### config.mk
export PLATFORM = sky130hd
export DESIGN_NAME = convert_rgb_to_hsv_param
export DESIGN_NICKNAME = d
export VERILOG_FILES = /design/src/rtl/convert_rgb_to_hsv_param.sv
export SDC_FILE = /design/constraint.sdc
export NUM_CORES = 1
export LEC_CHECK = 0
export CAP_MARGIN = 5
export CORE_ASPECT_RATIO = 0.75
export CORE_UTILIZATION = 33
export CTS_BUF_LIST = sky130_fd_sc_hd__clkbuf_2
export CTS_CLUSTER_DIAMETER = 120
export CTS_CLUSTER_SIZE = 25
export DETAILED_ROUTE_END_ITERATION = 12
export PLACE_DENSITY = 0.6
export SYNTH_ARGS = -nofsm -noshare
export SYNTH_HDL_FRONTEND = slang
export SYNTH_SLANG_ARGS = --single-unit
### constraint.sdc
create_clock -name clk -period 7.2 [get_ports clk]
set_input_delay 1.08 -clock clk [delete_from_list [all_inputs] [get_ports clk]]
set_output_delay 1.08 -clock clk [all_outputs]
set_load 0.02 [all_outputs]
### src/rtl/convert_rgb_to_hsv_param.sv
// Frame RGB->HSV pass: per pixel ADDR, LOAD, 2*CHAN_W divide cycles, WRITE (3 cycles when achromatic).
// pause freezes all state including a pending write strobe; enable low aborts the pass to IDLE.
module convert_rgb_to_hsv_param #(
    parameter int                  CHAN_W       = 8,
    parameter int                  IMAGE_WIDTH  = 320,
    parameter int                  IMAGE_HEIGHT = 240,
    parameter int                  ADDR_W       = 18,
    parameter int                  SRC_OFFSET   = IMAGE_WIDTH * IMAGE_HEIGHT + 1,
    parameter int                  DST_OFFSET   = 2 * IMAGE_WIDTH * IMAGE_HEIGHT + 2,
    parameter logic [4*CHAN_W-1:0] STORE_MASK   = '1,
    parameter logic [CHAN_W-1:0]   NO_HUE       = '1
) (
    input  logic                clk,
    input  logic                reset_n,
    input  logic                enable,
    input  logic                pause,
    input  logic                mode,
    input  logic [CHAN_W-1:0]   hue_lo,
    input  logic [CHAN_W-1:0]   hue_hi,
    input  logic [CHAN_W-1:0]   sat_min,
    input  logic [CHAN_W-1:0]   val_min,
    input  logic [4*CHAN_W-1:0] data_read,
    output logic [ADDR_W-1:0]   address,
    output logic                wren,
    output logic [4*CHAN_W-1:0] data_write,
    output logic                busy,
    output logic                done,
    output logic [ADDR_W-1:0]   achromatic_count
);

    localparam int NPIX  = IMAGE_WIDTH * IMAGE_HEIGHT;
    localparam int QW    = 2 * CHAN_W;
    localparam int HW    = 2 * CHAN_W + 3;
    localparam int CNT_W = $clog2(2 * CHAN_W);

    typedef enum logic [2:0] {S_IDLE, S_ADDR, S_LOAD, S_DIV, S_WRITE, S_DONE} state_t;

    state_t              state;
    logic                mode_q;
    logic [ADDR_W-1:0]   pix_cnt;
    logic [CHAN_W-1:0]   v_q;
    logic [1:0]          hue_sel;
    logic                hue_sub;
    logic [CNT_W-1:0]    div_cnt;
    logic [QW-1:0]       s_dvd, s_q, h_dvd, h_q;
    logic [CHAN_W-1:0]   s_rem, s_dvs, h_rem, h_dvs;

    logic [CHAN_W-1:0]   r_in, g_in, b_in;
    logic [CHAN_W-1:0]   mx, mn, delta, diff_abs;
    logic                diff_neg;
    logic [1:0]          max_sel;

    logic [CHAN_W:0]     s_trial, s_diff, h_trial, h_diff;
    logic                s_ge, h_ge;
    logic [CHAN_W-1:0]   s_rem_nx, h_rem_nx;
    logic [QW-1:0]       s_q_nx, h_q_nx;
    logic [HW-1:0]       hue_base, hue_raw;
    logic [CHAN_W-1:0]   h_val, s_sat;
    logic [4*CHAN_W-1:0] chrom_word, achrom_word;
    logic                unused_bits;

    assign r_in = data_read[CHAN_W-1:0];
    assign g_in = data_read[2*CHAN_W-1:CHAN_W];
    assign b_in = data_read[4*CHAN_W-1:3*CHAN_W];

    function automatic logic [4*CHAN_W-1:0] build_word(
        input logic [CHAN_W-1:0] h, input logic [CHAN_W-1:0] s, input logic [CHAN_W-1:0] v,
        input logic achrom, input logic msk_mode,
        input logic [CHAN_W-1:0] lo, input logic [CHAN_W-1:0] hi,
        input logic [CHAN_W-1:0] smin, input logic [CHAN_W-1:0] vmin);
        logic band;
        band = (lo <= hi) ? (h >= lo && h <= hi) : (h >= lo || h <= hi);
        if (msk_mode)
            build_word = (!achrom && band && s >= smin && v >= vmin) ? '1 : '0;
        else
            build_word = {h, {CHAN_W{1'b0}}, s, v} & STORE_MASK;
    endfunction

    // Max priority r > g > b on ties; diff is the hue numerator for the max channel.
    always_comb begin
        max_sel  = 2'd0;
        mx       = r_in;
        diff_neg = 1'b0;
        diff_abs = '0;
        if (r_in >= g_in && r_in >= b_in) begin
            mx       = r_in;
            diff_neg = g_in < b_in;
            diff_abs = diff_neg ? b_in - g_in : g_in - b_in;
        end else if (g_in >= b_in) begin
            max_sel  = 2'd1;
            mx       = g_in;
            diff_neg = b_in < r_in;
            diff_abs = diff_neg ? r_in - b_in : b_in - r_in;
        end else begin
            max_sel  = 2'd2;
            mx       = b_in;
            diff_neg = r_in < g_in;
            diff_abs = diff_neg ? g_in - r_in : r_in - g_in;
        end
        mn = r_in;
        if (g_in < mn) mn = g_in;
        if (b_in < mn) mn = b_in;
        delta = mx - mn;
    end

    // One restoring-division step for each divider; remainder stays below the divisor.
    always_comb begin
        s_trial  = {s_rem, s_dvd[QW-1]};
        s_diff   = s_trial - {1'b0, s_dvs};
        s_ge     = s_trial >= {1'b0, s_dvs};
        s_rem_nx = s_ge ? s_diff[CHAN_W-1:0] : s_trial[CHAN_W-1:0];
        s_q_nx   = {s_q[QW-2:0], s_ge};
        h_trial  = {h_rem, h_dvd[QW-1]};
        h_diff   = h_trial - {1'b0, h_dvs};
        h_ge     = h_trial >= {1'b0, h_dvs};
        h_rem_nx = h_ge ? h_diff[CHAN_W-1:0] : h_trial[CHAN_W-1:0];
        h_q_nx   = {h_q[QW-2:0], h_ge};
    end

    always_comb begin
        case (hue_sel)
            2'd0:    hue_base = hue_sub ? (HW'(6) << CHAN_W) : '0;
            2'd1:    hue_base = HW'(2) << CHAN_W;
            default: hue_base = HW'(4) << CHAN_W;
        endcase
        hue_raw     = hue_sub ? hue_base - HW'(h_q_nx) : hue_base + HW'(h_q_nx);
        h_val       = hue_raw[CHAN_W+2:3];
        s_sat       = (|s_q_nx[QW-1:CHAN_W]) ? '1 : s_q_nx[CHAN_W-1:0];
        chrom_word  = build_word(h_val, s_sat, v_q, 1'b0, mode_q, hue_lo, hue_hi, sat_min, val_min);
        achrom_word = build_word(NO_HUE, '0, mx, 1'b1, mode_q, hue_lo, hue_hi, sat_min, val_min);
    end

    assign unused_bits = ^{data_read[3*CHAN_W-1:2*CHAN_W], hue_raw[HW-1:CHAN_W+3], hue_raw[2:0]};

    always_ff @(posedge clk) begin
        if (!reset_n) begin
            state            <= S_IDLE;
            address          <= '0;
            wren             <= 1'b0;
            data_write       <= '0;
            busy             <= 1'b0;
            done             <= 1'b0;
            achromatic_count <= '0;
            pix_cnt          <= '0;
            mode_q           <= 1'b0;
            v_q              <= '0;
            hue_sel          <= 2'd0;
            hue_sub          <= 1'b0;
            div_cnt          <= '0;
            s_dvd <= '0; s_q <= '0; s_rem <= '0; s_dvs <= '0;
            h_dvd <= '0; h_q <= '0; h_rem <= '0; h_dvs <= '0;
        end else if (!pause) begin
            if (!enable) begin
                state <= S_IDLE;
                wren  <= 1'b0;
                done  <= 1'b0;
                busy  <= 1'b0;
            end else begin
                case (state)
                    S_IDLE: begin
                        state            <= S_ADDR;
                        mode_q           <= mode;
                        pix_cnt          <= '0;
                        achromatic_count <= '0;
                        busy             <= 1'b1;
                        wren             <= 1'b0;
                        address          <= ADDR_W'(SRC_OFFSET);
                    end
                    S_ADDR: state <= S_LOAD;
                    S_LOAD: begin
                        v_q     <= mx;
                        hue_sel <= max_sel;
                        hue_sub <= diff_neg;
                        if (delta == '0) begin
                            achromatic_count <= achromatic_count + 1'b1;
                            data_write       <= achrom_word;
                            address          <= ADDR_W'(DST_OFFSET) + pix_cnt;
                            wren             <= 1'b1;
                            state            <= S_WRITE;
                        end else begin
                            s_dvd   <= {delta, {CHAN_W{1'b0}}};
                            s_dvs   <= mx;
                            s_rem   <= '0;
                            s_q     <= '0;
                            h_dvd   <= {diff_abs, {CHAN_W{1'b0}}};
                            h_dvs   <= delta;
                            h_rem   <= '0;
                            h_q     <= '0;
                            div_cnt <= '0;
                            state   <= S_DIV;
                        end
                    end
                    S_DIV: begin
                        s_dvd   <= s_dvd << 1;
                        s_rem   <= s_rem_nx;
                        s_q     <= s_q_nx;
                        h_dvd   <= h_dvd << 1;
                        h_rem   <= h_rem_nx;
                        h_q     <= h_q_nx;
                        div_cnt <= div_cnt + 1'b1;
                        if (div_cnt == CNT_W'(2 * CHAN_W - 1)) begin
                            data_write <= chrom_word;
                            address    <= ADDR_W'(DST_OFFSET) + pix_cnt;
                            wren       <= 1'b1;
                            state      <= S_WRITE;
                        end
                    end
                    S_WRITE: begin
                        wren    <= 1'b0;
                        pix_cnt <= pix_cnt + 1'b1;
                        if (pix_cnt == ADDR_W'(NPIX - 1)) begin
                            state <= S_DONE;
                            done  <= 1'b1;
                            busy  <= 1'b0;
                        end else begin
                            state   <= S_ADDR;
                            address <= ADDR_W'(SRC_OFFSET) + pix_cnt + 1'b1;
                        end
                    end
                    default: begin
                        state <= S_DONE;
                        wren  <= 1'b0;
                    end
                endcase
            end
        end
    end

endmodule
==> results.json, run 1 <==
{
  "yosysSeqAreaShare": 0.2738,
  "crit_buf_inv": 9,
  "worst-path-max-fanout": 7,
  "core-area_um2": 37550,
  "power_density_nw_per_um2": 146.5,
  "viasPerCell": 5.336,
  "hold_viol_final": 0,
  "slew_headroom": -0.0002583,
  "grt_pass1_wl_um": 60780,
  "period_share": 0.9599,
  "cp.required_ns": 7.92,
  "max_freq_ghz": 0.1447,
  "numPortBuffers": 131,
  "crit_path_end_kind": "register",
  "die_w_um": 228.7,
  "holdWs_ns": 0.4753,
  "power.switching_w": 0.0007941,
  "finish.utilization": 0.4212,
  "hp-start": "wren$_SDFFE_PN0P_",
  "synth_area_leaders": "dfxtp_1 (27%), ha_1 (12%), nand2_1 (6.8%), a21oi_1 (6.4%), nor2_1 (3.7%)",
  "syn-instance-count": 1680,
  "placed_area_um2": 15310,
  "whs_endpoint": "wren$_SDFFE_PN0P_",
  "avgRoutedWirePerCell_um": 16.25,
  "grt_pass1_vias": 11851,
  "drt_pass1_iterations": 5,
  "period_minus_slack_ns": 6.911,
  "die_h_um": 172.0,
  "critical_path.top_delay_family": "simple AND/OR/NAND/NOR gates",
  "grt_overflow": 0,
  "routed_wl_um": 38750,
  "yosysTopAreaCellShare": 0.2738,
  "layout.nets": 2069,
  "tns_ns": 0,
  "cts_tree": "built",
  "synth.distinct_cells": 77,
  "clk_pin_slew_worst_paths_ns": 0.26,
  "clkPwrFrac": 0.246,
  "tightest_slew_ns": 1.463,
  "postLayoutCellArea_um2": 15820,
  "critPathLaunch": "data_read[8]",
  "hpwlAfterDp_um": 29190,
  "final_cells": 2385,
  "ys_ff_latch": 174,
  "antenna_found_initial": 1,
  "num_vias": 12727,
  "dieArea_um2": 39350,
  "drc_errors": 0,
  "cap_violations": 1,
  "route.antenna.remaining_nets": 0,
  "drive_gt1_frac": 0.1191,
  "drt_iter0_markers": 952,
  "gp_congestion": 0.9655,
  "avgSynthCellArea_um2": 7.573,
  "vdd_drop_max_v": 0.00008952,
  "async_reset_ff_frac": 0,
  "setup_viol": 0,
  "worstPathArrival_ns": 7.64,
  "reg2reg_to": "data_write[12]$_SDFFE_PN0P_",
  "synth.largest_area_cell": "dfxtp_1",
  "p_leak_nw": 6.323,
  "grt_max_degree": 69,
  "slew_violations": 1,
  "clockBufferDepth": 2,
  "switching_share": 0.3428,
  "slowest_delay_ns": 0.56,
  "synthFlopType": "dfxtp_1",
  "grt.total_usage": 0.1905,
  "synth-edff-count": 0,
  "yosysWarnings": 0,
  "hold_class": "reg -> reg",
  "cp-start-kind": "primary input",
  "cts_inserted_buffers": 17,
  "p_seq_frac": 0.422,
  "htreeDepth": 4,
  "clk_latency_ns": 0.81,
  "start_util": 0.3388,
  "reg2reg_from": "h_dvs[1]$_SDFFE_PN0P_",
  "critical_path_class": "in -> reg",
  "rows": 61,
  "slowest_stage": "or4bb_1",
  "pwr-share-comb": 0.332,
  "syn_nets": 1881,
  "rrSetupSlack_ns": 0.58,
  "area_growth_pct": 24.33,
  "cpMostUsedCell": "buf_4",
  "intPower_w": 0.001522,
  "violations": "capacitance limit, slew limit",
  "syn_area_um2": 12720,
  "dp_cells": 2345,
  "diodes": 0,
  "status": "finished with violations",
  "whs_path_depth": 2,
  "cts_root_buf": "clkbuf_2",
  "cts.sinks": 174,
  "reg2reg_depth": 26,
  "finClkSkew_ns": 0.03520,
  "io_pins": 140
}
-- logic make-up after synthesis --
logic type / synth area share
AOI/OAI and AO/OA: 0.2250
xor gates and xnor gates: 0.04819
adders and majority gates: 0.1359
buffers and inverters: 0.06009
DFF: 0.2738
muxes: 0.02705
and+or+nand+nor: 0.2299
-- registers in the layout, indices dropped and copies added, names as in the netlist, 2 cells and up --
register / cells
achromatic_count: 18
v_q: 8
div_cnt: 4
pix_cnt: 18
h_rem: 8
data_write: 25
h_dvd: 8
hue_sel: 2
h_q: 10
state: 3
s_dvd: 8
s_rem: 8
address: 18
h_dvs: 8
s_q: 15
s_dvs: 8
-- power groups by stage --
| stage | combinational [W] | clock, W | sequential, W |
|---|---|---|---|
| finish | 0.000770 | 0.000569 | 0.000978 |
| floorplan | 0.000410 | 0 | 0.000995 |
| global route | 0.000840 | 0.000627 | 0.000980 |
| detailed placement | 0.000726 | 0 | 0.000995 |
| CTS | 0.000734 | 0.000587 | 0.000978 |
| global placement | 0.000717 | 0 | 0.000995 |
-- final cells by class --
| type | count | area (um2) |
|---|---|---|
| timing repair buffer | 265 | 2495 |
| clock buffer | 19 | 95.09 |
| tap | 504 | 630.6 |
| inverter | 95 | 356.6 |
| multi-input combinational | 1315 | 8592 |
| sequential | 174 | 3483 |
| fill | 3824 | 21730 |
| clock inverter | 13 | 165.2 |
-- timing repair --
item,in CTS,in global routing
hold buffers,0,0
resized for setup,0,22
cloned,0,4
pin swaps,1,4
setup buffers,1,3
setup endpoints to repair,48,141
-- cells in the final DEF (no fill, tap or decap), drive strengths merged, types with 6 or more instances in the layout --
master,count
nand4,23
clkdlybuf4s50,130
and2,11
clkbuf,23
o221a,9
xor2,39
o21a,12
ha,123
mux2i,22
a22oi,6
o21ai,100
inv,97
nor3,38
o31ai,19
a21o,20
nand3,96
o2111ai,9
a21oi,164
xnor2,31
o211ai,23
nor3b,6
or2,12
a211oi,14
mux2,11
nand2,233
fa,9
a31oi,7
nand2b,13
nor2,127
buf,131
and3,8
dfxtp,174
nor4,6
or3,17
o22ai,9
nor2b,25
-- Yosys cell counts, drive strengths merged, types with 13 or more instances --
master    n
xor2     39
o211ai   23
xnor2    31
a21o     20
nor3     38
dfxtp   174
nand3    96
nand4    23
o21ai   100
buf      26
or3      17
nand2   233
clkbuf   70
inv      94
nor2    127
nor2b    25
ha      123
a21oi   164
o31ai    19
nand2b   13
mux2i    22
a211oi   14
-- per-stage QoR --
stage | worst slack, ns | total power (W)
6_report | 0.2887 | 0.002317
5_1_grt | -0.01820 | 0.002447
4_1_cts | 0.07562 | 0.002299
3_5_place_dp | -1.017 | 0.001721
3_3_place_gp | -0.8274 | 0.001712
2_1_floorplan | 0.03059 | 0.001405
-- routing by layer --
metal  up-vias  GRT usage  wire length (um)
met5         -          0                14
met4         2    0.04815               454
li1       6336          -                 -
met1      6022     0.2649             19050
met3        35    0.03892              2207
met2       332     0.2993             17020
-- worst max-delay path by stage --
stage	end	slack, ns	cells after the start
6_report	address[15]$_SDFFE_PN0P_	0.29	36
4_1_cts	data_write[25]$_SDFFE_PN0P_	0.08	31
5_1_grt	address[16]$_SDFFE_PN0P_	-0.02	36
2_1_floorplan	data_write[24]$_SDFFE_PN0P_	0.03	31
3_3_place_gp	data_write[30]$_SDFFE_PN0P_	-0.83	31
3_5_place_dp	data_write[24]$_SDFFE_PN0P_	-1.02	31
-- tightest hold or removal path, delay by kind of cell, from the launching register on --
family	cells	cell delay, ns
AOI/OAI and AO/OA	1	0.05
DFF	1	0.37
and+or+nand+nor	1	0.05
No activity file was read; power rests on OpenSTA's default activity.
==> run 2: changes to the inputs <==
Settings changed: RECOVER_POWER set to 50.
==> results.json, run 2 (same netlist as run 1, synthesis figures left out) <==
{
  "top_register": "data_write",
  "whs_path_depth": 2,
  "htreeDepth": 4,
  "final_common_cell": "nand2_1",
  "vdd_drop_max_v": 0.00008930,
  "num_vias": 12735,
  "io_pins": 140,
  "worst-path-max-fanout": 7,
  "viasPerCell": 5.340,
  "cts.sinks": 174,
  "drc_errors": 0,
  "rrSetupSlack_ns": 0.54,
  "worstPathArrival_ns": 7.62,
  "p_leak_nw": 6.527,
  "period_share": 0.9591,
  "placed_area_um2": 15310,
  "cts_inserted_buffers": 17,
  "clockBufferDepth": 2,
  "grt_overflow": 0,
  "cts_root_buf": "clkbuf_2",
  "slowest_stage": "or4bb_1",
  "period_minus_slack_ns": 6.906,
  "drt_iter0_markers": 1074,
  "slowest_delay_ns": 0.56,
  "setup_viol": 0,
  "reg2reg_from": "h_dvs[1]$_SDFFE_PN0P_",
  "grt_max_degree": 69,
  "slew_headroom": 0.06863,
  "reg2reg_to": "data_write[12]$_SDFFE_PN0P_",
  "routed_wl_um": 38760,
  "die_h_um": 172.0,
  "reg2reg_depth": 26,
  "grt_pass1_vias": 11851,
  "drt_pass1_iterations": 5,
  "diodes": 0,
  "cts_hold_buffers": 0,
  "route.antenna.remaining_nets": 0,
  "rsz0062_at_grt": "false",
  "gp_congestion": 0.9655,
  "status": "finished clean",
  "grt.total_usage": 0.1905,
  "critical_path_class": "in -> reg",
  "max_freq_ghz": 0.1448,
  "grt_pass1_wl_um": 60780,
  "hp-start": "wren$_SDFFE_PN0P_",
  "avgRoutedWirePerCell_um": 16.25,
  "hpwlAfterDp_um": 29190,
  "crit_path_end_kind": "register",
  "antenna_found_initial": 1,
  "cp.required_ns": 7.92,
  "core-area_um2": 37550,
  "slew_violations": 0,
  "die_w_um": 228.7,
  "cpMostUsedCell": "buf_4",
  "drive_gt1_frac": 0.1138,
  "tightest_slew_ns": 1.362,
  "dieArea_um2": 39350,
  "finish.utilization": 0.4195,
  "cp-start-kind": "primary input",
  "final_cell_mix": "nand2_1 (230), dfxtp_1 (174), a21oi_1 (158)",
  "cts_tree": "built",
  "whs_endpoint": "wren$_SDFFE_PN0P_",
  "area_growth_pct": 23.81,
  "start_util": 0.3388,
  "numPortBuffers": 131,
  "clk_pin_slew_worst_paths_ns": 0.26,
  "hold_viol_final": 0,
  "layout.nets": 2069,
  "rows": 61,
  "clk_latency_ns": 0.80,
  "power_density_nw_per_um2": 146.4,
  "hold_class": "reg -> reg",
  "postLayoutCellArea_um2": 15750,
  "finClkSkew_ns": 0.03219,
  "cap_violations": 0,
  "largest_reg_flops": 25
}
## run 2: area by class of cell
cell class	count	area, um2
multi-input combinational	1315	8582
tap	504	630.6
inverter	95	356.6
clock inverter	13	165.2
fill	3838	21800
timing repair buffer	265	2439
clock buffer	19	95.09
sequential	174	3483
## run 2: critical path, delay by kind of cell
kind	cells	cell delay [ns]
fa+ha+maj	5	1.33
xor+xnor	1	0.11
simple gates	10	1.68
mux	1	0.10
buf+inv	9	1.63
compound gates	10	1.67
## run 2: how the worst max path moves through the flow
stage	cells past startpoint	start	slack, ns	end
floorplan	31	data_read[3]	0.03	data_write[24]$_SDFFE_PN0P_
global placement	31	data_read[3]	-0.83	data_write[30]$_SDFFE_PN0P_
detailed placement	31	data_read[3]	-1.02	data_write[24]$_SDFFE_PN0P_
CTS	31	data_read[3]	0.08	data_write[25]$_SDFFE_PN0P_
global route	36	data_read[8]	0.0009	address[16]$_SDFFE_PN0P_
finish	36	data_read[8]	0.29	address[15]$_SDFFE_PN0P_
## run 2: where the power goes
part / internal (W) / switching, W
sequential: 0.000972 / 0.00000584
clock: 0.000198 / 0.000369
combinational: 0.000346 / 0.000416
total: 0.00152 / 0.000791
## run 2: timing repair
item                                    CTS  global route
cloned                                    0             4
endpoints found under the hold margin     0             0
setup buffers                             1             3
resized for setup                         0            22
pin swaps                                 1             4
endpoints found under the setup margin   48           141
## run 2: stage by stage
| step | cells | total power (W) | setup TNS, ns | worst slack [ns] | hold WS [ns] |
|---|---|---|---|---|---|
| global placement | 2345 | 0.001712 | -91.92 | -0.8274 | 0.4423 |
| finish | 2385 | 0.002306 | 0 | 0.2945 | 0.4718 |
| detailed placement | 2345 | 0.001721 | -117.20 | -1.017 | 0.4495 |
| global route | 2385 | 0.002440 | 0 | 0.0008598 | 0.4876 |
| CTS | 2378 | 0.002299 | 0 | 0.07562 | 0.4765 |
| floorplan | 1680 | 0.001405 | 0 | 0.03059 | 0.4321 |
## run 2: per-layer routing
layer  part of all wire  GRT usage  wire [um]
met5            0.00034          0         13
met1               0.49     0.2649      18940
met3              0.061    0.03892       2349
met4              0.013    0.04815        500
met2               0.44     0.2993      16960
